--- src/rtl/lsb_pkg.sv ---
// Shared definitions for the LSB front-panel poller: mode codes, read-word layout, FSM states.
// Latency: n/a (types, constants and a pure LED-update function).
// Backpressure: n/a.
package lsb_pkg;

  localparam logic [1:0] MODE_MIRROR = 2'b00;
  localparam logic [1:0] MODE_COUNT  = 2'b01;
  localparam logic [1:0] MODE_RUN    = 2'b10;
  localparam logic [1:0] MODE_READ   = 2'b11;

  // Bit positions inside the responder read word.
  localparam int BTN_LSB = 8;
  localparam int SWI_LSB = 0;

  typedef enum logic [1:0] {
    ST_IDLE = 2'd0,
    ST_RD   = 2'd1,
    ST_CALC = 2'd2,
    ST_WR   = 2'd3
  } state_e;

  // Next LED pattern from current pattern, freshly captured switches and press edges.
  function automatic logic [7:0] next_led(input logic [1:0] mode,
                                          input logic [7:0] led,
                                          input logic [3:0] btn,
                                          input logic [3:0] swi,
                                          input logic [3:0] pr);
    logic [7:0] v;
    v = led;
    case (mode)
      MODE_MIRROR: v = {btn, swi};
      MODE_COUNT: begin
        // clear beats inc, inc beats dec
        if (pr[2])      v = 8'h00;
        else if (pr[0]) v = led + 8'd1;
        else if (pr[1]) v = led - 8'd1;
      end
      MODE_RUN: begin
        if (led == 8'h00) v = 8'h01;
        else if (swi[0])  v = {led[0], led[7:1]};
        else              v = {led[6:0], led[7]};
      end
      default: v = led;
    endcase
    return v;
  endfunction

endpackage

--- src/rtl/lsb_poll_if.sv ---
// LSB responder bus: strobe/write-enable request, combinational-capable acknowledge.
// Latency: n/a (wires only).
// Backpressure: responder stalls the initiator by withholding ack while stb is high.
// Signals: stb, we, data_out (initiator -> responder); data_in, ack (responder -> initiator).
interface lsb_poll_if;
  logic        stb;
  logic        we;
  logic [7:0]  data_out;
  logic [31:0] data_in;
  logic        ack;

  modport master (output stb, output we, output data_out, input data_in, input ack);
  modport slave  (input stb, input we, input data_out, output data_in, output ack);
endinterface

--- src/rtl/lsb_poll_tmr.sv ---
// Poll prescaler: free-running 0..POLL_CYCLES-1 counter whose wrap latches a pending request.
// Latency: poll_req rises one cycle after the counter sits at POLL_CYCLES-1.
// Backpressure: request is held until clear; extra wraps while pending merge into one.
// Ports: clk, rst (sync, active-high), clear (consume request), poll_req (pending flag).
module lsb_poll_tmr #(
  parameter int POLL_CYCLES = 100000
) (
  input  logic clk,
  input  logic rst,
  input  logic clear,
  output logic poll_req
);
  localparam int CW = (POLL_CYCLES > 1) ? $clog2(POLL_CYCLES) : 1;

  logic [CW-1:0] cnt;
  logic          pend;
  logic          wrap;

  assign wrap     = (cnt == CW'(POLL_CYCLES - 1));
  assign poll_req = pend;

  always_ff @(posedge clk) begin
    if (rst) begin
      cnt  <= '0;
      pend <= 1'b0;
    end else begin
      cnt  <= wrap ? '0 : cnt + 1'b1;
      // a wrap in the same cycle as the consume must not be lost
      pend <= wrap | (pend & ~clear);
    end
  end
endmodule

--- src/rtl/lsb_poll.sv ---
// Front-panel poller: periodically reads buttons/switches, derives press edges and writes LEDs back.
// Latency: read beat >=1 cycle, one CALC cycle, write beat >=1 cycle; bus beats abort after TIMEOUT.
// Backpressure: stb/we/data_out held while ack is low; wait is bounded, aborts pulse err.
// Ports: clk, rst, en, mode, bus (master), btn, swi, press, led_val, busy, err.
module lsb_poll
  import lsb_pkg::*;
#(
  parameter int POLL_CYCLES = 100000,
  parameter int TIMEOUT     = 15
) (
  input  logic              clk,
  input  logic              rst,
  input  logic              en,
  input  logic [1:0]        mode,
  lsb_poll_if.master        bus,
  output logic [3:0]        btn,
  output logic [3:0]        swi,
  output logic [3:0]        press,
  output logic [7:0]        led_val,
  output logic              busy,
  output logic              err
);
  localparam int WW = $clog2(TIMEOUT + 1);
  localparam logic [WW-1:0] WAIT_LAST = WW'(TIMEOUT - 1);

  state_e        state;
  logic          stb_q;
  logic          we_q;
  logic [7:0]    dout_q;
  logic [3:0]    old_btn;
  logic [WW-1:0] wait_cnt;
  logic          poll_req;
  logic [3:0]    pr;
  logic [7:0]    led_nxt;
  logic          unused_bits;

  assign bus.stb      = stb_q;
  assign bus.we       = we_q;
  assign bus.data_out = dout_q;
  assign busy         = (state != ST_IDLE);
  assign unused_bits  = ^{bus.data_in[31:12], bus.data_in[7:4]};

  // IDLE always consumes the pending request; with en=0 it is simply dropped.
  lsb_poll_tmr #(.POLL_CYCLES(POLL_CYCLES)) u_tmr (
    .clk      (clk),
    .rst      (rst),
    .clear    (state == ST_IDLE),
    .poll_req (poll_req)
  );

  assign pr      = btn & ~old_btn;
  assign led_nxt = next_led(mode, led_val, btn, swi, pr);

  always_ff @(posedge clk) begin
    if (rst) begin
      state    <= ST_IDLE;
      stb_q    <= 1'b0;
      we_q     <= 1'b0;
      dout_q   <= 8'h00;
      btn      <= 4'h0;
      swi      <= 4'h0;
      old_btn  <= 4'h0;
      press    <= 4'h0;
      led_val  <= 8'h00;
      err      <= 1'b0;
      wait_cnt <= '0;
    end else begin
      press <= 4'h0;
      err   <= 1'b0;
      case (state)
        ST_IDLE: begin
          if (poll_req && en) begin
            state    <= ST_RD;
            stb_q    <= 1'b1;
            we_q     <= 1'b0;
            wait_cnt <= '0;
          end
        end
        ST_RD: begin
          if (bus.ack) begin
            old_btn <= btn;
            btn     <= bus.data_in[BTN_LSB +: 4];
            swi     <= bus.data_in[SWI_LSB +: 4];
            stb_q   <= 1'b0;
            state   <= ST_CALC;
          end else if (wait_cnt == WAIT_LAST) begin
            stb_q <= 1'b0;
            err   <= 1'b1;
            state <= ST_IDLE;
          end else begin
            wait_cnt <= wait_cnt + 1'b1;
          end
        end
        ST_CALC: begin
          press   <= pr;
          led_val <= led_nxt;
          if (mode != MODE_READ) begin
            state    <= ST_WR;
            stb_q    <= 1'b1;
            we_q     <= 1'b1;
            dout_q   <= led_nxt;
            wait_cnt <= '0;
          end else begin
            state <= ST_IDLE;
          end
        end
        ST_WR: begin
          if (bus.ack || wait_cnt == WAIT_LAST) begin
            stb_q  <= 1'b0;
            we_q   <= 1'b0;
            dout_q <= 8'h00;
            err    <= ~bus.ack;
            state  <= ST_IDLE;
          end else begin
            wait_cnt <= wait_cnt + 1'b1;
          end
        end
        default: state <= ST_IDLE;
      endcase
    end
  end
endmodule

--- src/flat_wrapper.sv ---
// flat-port wrapper written by rule: the top's interface ports become plain ports
module lsb_poll_flat import lsb_pkg::*;
#(
  parameter int POLL_CYCLES = 100000,
  parameter int TIMEOUT     = 15
)
  (clk, rst, en, mode, btn, swi, press, led_val, busy, err, bus_stb, bus_we, bus_data_out, bus_data_in, bus_ack);
  lsb_poll_if bus_i ();
  input  logic clk;
  input  logic rst;
  input  logic en;
  input  logic [1:0] mode;
  output logic [3:0] btn;
  output logic [3:0] swi;
  output logic [3:0] press;
  output logic [7:0] led_val;
  output logic busy;
  output logic err;
  output wire logic [$bits(bus_i.stb)-1:0] bus_stb;
  output wire logic [$bits(bus_i.we)-1:0] bus_we;
  output wire logic [$bits(bus_i.data_out)-1:0] bus_data_out;
  input wire logic [$bits(bus_i.data_in)-1:0] bus_data_in;
  input wire logic [$bits(bus_i.ack)-1:0] bus_ack;
  assign bus_stb = bus_i.stb;
  assign bus_we = bus_i.we;
  assign bus_data_out = bus_i.data_out;
  assign bus_i.data_in = bus_data_in;
  assign bus_i.ack = bus_ack;
  lsb_poll #(.POLL_CYCLES(POLL_CYCLES), .TIMEOUT(TIMEOUT)) u_core (.clk(clk), .rst(rst), .en(en), .mode(mode), .bus(bus_i), .btn(btn), .swi(swi), .press(press), .led_val(led_val), .busy(busy), .err(err));
endmodule
--- config.mk ---
export PLATFORM = sky130hd
export DESIGN_NAME = lsb_poll_flat
export DESIGN_NICKNAME = d
export VERILOG_FILES = /design/src/rtl/lsb_pkg.sv /design/src/rtl/lsb_poll_if.sv /design/src/rtl/lsb_poll_tmr.sv /design/src/rtl/lsb_poll.sv /design/src/flat_wrapper.sv
export SDC_FILE = /design/constraint.sdc
export NUM_CORES = 1
export LEC_CHECK = 0
export CAP_MARGIN = 20
export CORE_MARGIN = 2
export CORE_UTILIZATION = 60
export DETAILED_ROUTE_END_ITERATION = 12
export DONT_BUFFER_PORTS = 1
export GPL_TIMING_DRIVEN = 0
export PLACE_DENSITY = 0.76
export SLEW_MARGIN = 20
export SYNTH_ARGS = -nofsm -noshare
export SYNTH_HDL_FRONTEND = slang
export SYNTH_HIERARCHICAL = 1
export SYNTH_SLANG_ARGS = --single-unit
--- constraint.sdc ---
create_clock -name clk -period 5.5 [get_ports clk]
set_input_delay 0.825 -clock clk [delete_from_list [all_inputs] [get_ports clk]]
set_output_delay 0.825 -clock clk [all_outputs]
set_load 0.05 [all_outputs]
After elaboration in Yosys (flattened, before gate mapping)
Cells that the tools add are included.
{"block": "word_totals", "regBits": 59, "latchBits": 0, "ramBits": 0, "romBits": 0, "input_bits": 38, "word_cells": 88, "memories": 0}
{"block": "op_classes", "addsub": 4, "n_mul": 0, "div": 0, "order_cmp": 0, "eq_ne": 15, "n_shift": 0, "muxes": 33, "n_bitwise": 7, "reduce_logical": 16}
{"cell": "2-to-1 mux 8 bit", "n": 7}
{"cell": "one-hot mux 8 bit (3 select lines)", "n": 1}
{"cell": "2-to-1 mux 4 bit", "n": 5}
{"cell": "adder 17 x 1 -> 17 bit, second input constant", "n": 1}
{"cell": "equality test 17 bit, second input constant", "n": 1}
{"cell": "one-hot mux 4 bit (4 select lines)", "n": 1}
{"cell": "one-hot mux 8 bit (2 select lines)", "n": 1}
{"cell": "2-to-1 mux 2 bit", "n": 5}
{"cell": "2-to-1 mux 1 bit", "n": 9}
{"cell": "adder 8 x 1 -> 8 bit, second input constant", "n": 1}
{"cell": "logical NOT 8 bit", "n": 1}
{"cell": "!= test 2 bit, second input constant", "n": 4}
{"cell": "one-hot mux 2 bit (4 select lines)", "n": 1}
{"cell": "AND reduction 4 bit", "n": 2}
{"cell": "subtractor 8 x 1 -> 8 bit, second input constant", "n": 1}
{"cell": "equality test 2 bit, second input constant", "n": 3}
{"cell": "!= test 2 x 1 -> 1 bit, second input constant", "n": 3}
{"cell": "AND reduction 3 bit", "n": 2}
{"cell": "AND reduction 5 bit", "n": 1}
{"cell": "adder 4 x 1 -> 4 bit, second input constant", "n": 1}
{"cell": "bitwise AND 4 bit", "n": 1}
{"cell": "equality test 2 x 1 -> 1 bit, second input constant", "n": 2}
{"cell": "equality test 4 bit, second input constant", "n": 1}
{"cell": "logical NOT 2 bit", "n": 2}
{"cell": "other kinds (14)", "n": 18}

Depth between registers and ports, before layout
{"block": "logic_depth", "ltp_word": 8, "mapped_depth": 7, "ltp_nobuf": 7}

Modules after synthesis
The synthesis kept the hierarchy.
{"module": "lsb_poll", "instances": 1, "cells_per_inst": 266, "area_each_um2": 2199.6, "seq_area_each_um2": 820.8}
{"module": "lsb_poll_tmr", "instances": 1, "cells_per_inst": 88, "area_each_um2": 822.0, "seq_area_each_um2": 360.3}

Least setup slack after synthesis
No wires, ideal clock.
{"block": "synth_timing", "kind": "register to register", "from": "register u_core.led_val[0]", "to": "register u_core.led_val[1]", "setup_ns": 0.086, "t_arrival_ns": 1.994, "required_ns": 5.414, "path_slack_ns": 3.420, "path_stages_with_launch": 7, "n_path_buf": 0, "period_less_slack_ns": 2.080, "cell_sequence": "dfxtp_1 -> inv_1 -> ha_1 -> or3_1 -> a31oi_1 -> a311oi_1 -> a211oi_1"}
{"block": "synth_via", "elab_chain_cells": 5, "word_cells_on_any_way": 9, "cone_classes": "2 x add/sub; 6 x mux; 1 x reduce/logical"}
{"element": "start: declaration", "line_no": "lsb_poll.sv:19", "text": "output logic [7:0] led_val,"}
{"element": "start signal: assignment", "line_no": "lsb_poll.sv:96", "text": "led_val <= led_nxt;"}
{"element": "subtractor 8 x 1 -> 8 bit", "line_no": "lsb_pkg.sv:36", "text": "else if (pr[1]) v = led - 8'd1;"}
{"element": "2-to-1 mux 8 bit", "line_no": "lsb_pkg.sv:36"}
{"element": "2-to-1 mux 8 bit", "line_no": "lsb_pkg.sv:35", "text": "else if (pr[0]) v = led + 8'd1;"}
{"element": "2-to-1 mux 8 bit", "line_no": "lsb_pkg.sv:34", "text": "if (pr[2]) v = 8'h00;"}
{"element": "one-hot mux 8 bit (3 select lines) *", "line_no": "lsb_pkg.sv:30", "text": "case (mode)"}
Every way passes the cells marked *; elsewhere a longest branch is shown, timed or not.
A chain may end at the register's enable or synchronous reset.

Final worst setup path
Same ends and word-level chain as after synthesis.

==> impl_metrics.csv <==
group,metric,value,unit
setup_path,cp_slowest_cell,"dfxtp_1",
detailed_routing,postRouteAntennaNets,0,
detailed_routing,firstDrtPassIters,5,
clock_network,clk-insertion-delay-late,0.35,ns
clock_network,clk_path_buf_depth,2,
logic_synthesis,ys_types,64,
finish,fin_nets,409,
detailed_routing,num_vias,2639,
detailed_routing,via_per_inst,6.053,
power,power_frac_clock,44.0,%
logic_synthesis,synth_top_area_share,39.09,%
detailed_routing,drt_iter0_markers,193,
logic_synthesis,synthArstFlopShare,0,%
floorplanning,die_h,74.97,um
logic_synthesis,avgSynthCellArea,8.536,um^2
finish,n_antenna_cell,0,
floorplanning,die_x,74.97,um
floorplanning,pin_count,70,
finish,drive_gt1_share,11.65,%
timing,whs,0.4341,ns
logic_synthesis,ys.flop_type,"dfxtp_1",
clock_network,postCtsHoldBufs,0,
timing,skew,0.005822,ns
timing,timing.final.hold_violations,0,
timing,setup_viol,0,
logic_synthesis,yosys_warnings,6,
place,dpl.hpwl,4.930,mm
logic_synthesis,synth_fp_nets,398,
place,gp_congestion,0.9076,
job,cap_violations,0,
clock_network,cts_tree,"yes",
setup_path,max_stage_delay,0.75,ns
power,power_switching,182.7,uW
setup_path,path_cells,"inv_1 > ha_1 > or3_1 > a31oi_1 > a311oi_1 > a211oi_1",
status,outcome,"finished, final reports clean",
clock_network,h-tree-depth,3,
setup_path,worstPathArrival,2.70,ns
grt,grt-ovfl-total,0,
setup_path,critical_path.max_fanout,7,
setup_path,cp-end-kind,"flop",
floorplanning,die_area,0.005620,mm^2
grt,grt_max_degree,11,
clock_network,cts-root-buf,"clkbuf_8",
grt,antenna_found_initial,0,
floorplanning,start_util,63.14,%
clock_network,cts_buffers,9,
logic_synthesis,synth_cells,354,
power,ir_worst_vdd,0.2160,mV
timing,fin_crit_sh,44.44,%
finish,areaGrowthSynthToFinish,8.696,%
grt,grt_usage,27.39,%
power,internal_power,634.7,uW
power,switching_share,22.35,%
hold_path,hold_class,"flop to flop",
power,pwr_density_cell,248.9,mW/mm^2
detailed_routing,drc,0,
clock_network,cts_resized,0,
timing,slew_headroom,43.90,%
timing,rsz0062_at_grt,"no",
logic_synthesis,synth_edf_count,0,
logic_synthesis,syn_area,0.003022,mm^2
setup_path,startpoint_type,"flop",
clock_network,path_clk_slew,0.06,ns
clock_network,post_cts_buffers,0,
power,share_seq_of_total_power,52.8,%
timing,period_needed,2.444,ns
setup_path,crit_buf_inv,1,
timing,slew_viol_final,0,
power,power.share.combinational,3.3,%
floorplanning,core,0.004786,mm^2
logic_synthesis,synth_area_leaders,"dfxtp_1, nand2_1, a21oi_1, xnor2_1, nor2_1",
floorplanning,rows,25,
timing,tightest_slew,0.8404,ns
logic_synthesis,synth_seq_area_share,39.09,%
detailed_routing,routed_wl,7.010,mm
place,port_buffers,0,
detailed_routing,post_drt_wl_per_cell,16.08,um
setup_path,cp_data_required_time,5.76,ns
clock_network,cts_num_sinks,59,
logic_synthesis,yosysTopAreaCell,"dfxtp_1",
setup_path,cp_top_family,"flip-flops",
power,leakage,0.001143,uW
timing,setup-tns-final,0,ns
logic_synthesis,synth_seq_cells,59,
setup_path,timing_worst_setup_path_type,"flop to flop",
grt,grt_pass1_vias,2387,
grt,grt_pass1_wl,11.50,mm
timing,clock.fmax,409.2,MHz
path summary, 6_finish.rpt:
kind | startpoint | endpoint | slack (ns) | cells past startpoint
min | u_core/old_btn[3] | u_core/press[3] | 0.43 | 1
max | u_core/led_val[0] | u_core/led_val[1] | 3.06 | 6
max reg2reg | u_core/led_val[0] | u_core/led_val[1] | 3.06 | 6
min reg2reg | u_core/old_btn[3] | u_core/press[3] | 0.43 | 1
state kept, by name, summed over array words and instances, names as in the netlist:
signal / count
u_core/u_tmr/cnt: 17
u_core/bus.data_out: 8
u_core/led_val: 8
u_core/btn: 4
u_core/old_btn: 4
u_core/press: 4
u_core/swi: 4
u_core/wait_cnt: 4
u_core/state: 2
u_core/bus.stb: 1
u_core/bus.we: 1
u_core/err: 1
u_core/u_tmr/poll_req: 1
placed cells by master (no fill, tap or decap), types with 2 or more instances in the layout:
master,netlist,final
dfxtp_1,59,59
nand2_1,39,39
nor2_1,33,33
a21oi_1,27,27
xnor2_1,15,15
clkbuf_1,12,13
nor3_1,13,13
clkbuf_8,0,12
nand3_1,11,11
inv_1,8,8
a211oi_1,8,8
nand4_1,8,8
a31oi_1,8,8
nor4_1,7,7
o21ai_0,6,6
a22oi_1,6,6
or3_1,6,6
ha_1,6,6
buf_2,5,5
nand2b_1,5,5
xor2_1,5,5
nor2b_1,4,4
mux2i_1,4,4
nor2_2,4,4
and2_1,3,3
nand3b_1,3,3
and3_1,3,3
and4_1,3,3
clkinv_2,0,2
buf_6,2,2
a221oi_1,2,2
a211o_1,2,2
o31ai_1,2,2
nor4b_1,2,2
or4bb_1,2,2
synth_stat cells, types with 4 or more instances:
cell type   n
a22oi_1     6
clkbuf_1   12
or3_1       6
nand4_1     8
ha_1        6
nand2_1    39
nor2_2      4
xnor2_1    15
a31oi_1     8
inv_1       8
nor2_1     33
buf_2       5
nor2b_1     4
mux2i_1     4
a21oi_1    27
nor3_1     13
nand3_1    11
xor2_1      5
a211oi_1    8
nand2b_1    5
dfxtp_1    59
o21ai_0     6
nor4_1      7
power groups by stage:
| stage | registers (uW) | logic (uW) | clock network, uW |
|---|---|---|---|
| after global placement | 441 | 26.3 | 0 |
| after floorplan | 440 | 20.6 | 0 |
| final | 431 | 26.7 | 359 |
| after global routing | 431 | 29.6 | 382 |
| after CTS | 431 | 26.9 | 365 |
| after detailed placement | 441 | 26.7 | 0 |
layout make-up:
type | count | area, um^2
inverter | 8 | 30.03
clock inverter | 2 | 10.01
buffer | 20 | 112.6
multi-input combinational | 267 | 1698
sequential | 59 | 1181
clock buffer | 13 | 168.9
tap | 67 | 83.83
fill | 431 | 1501
worst register-to-register path, stage by stage (launching register included):
cell      delay (ns)
dfxtp_1         0.75
inv_1           0.27
ha_1            0.39
or3_1           0.38
a31oi_1         0.20
a311oi_1        0.11
a211oi_1        0.25
metal layers:
layer / global-route usage (%) / vias up / share of wire (%)
met5: 0 / - / 0
met4: 11.31 / 0 / 1.9
met3: 8.434 / 14 / 6.5
met2: 44.35 / 82 / 48
met1: 33.92 / 1233 / 44
li1: - / 1310 / -
cell families after synthesis:
family	synth area share, %
buf+inv	4.720
simple gates	29.07
flops	39.09
fa+ha+maj	2.484
xor+xnor	5.797
compound gates	17.14
mux	1.698
metrics by stage:
step	total power, uW	setup slack [ns]	cells	area (um^2)	utilization, %
floorplan	461.0	3.420	354	3022	-
detailed placement	467.6	3.120	421	3105	64.89
global placement	467.2	3.166	421	3105	64.89
finish	817.3	3.056	436	3284	68.63
CTS	823.1	3.106	436	3284	68.63
global route	843.3	2.911	436	3284	68.63
Power figures use the tool's default switching activity.
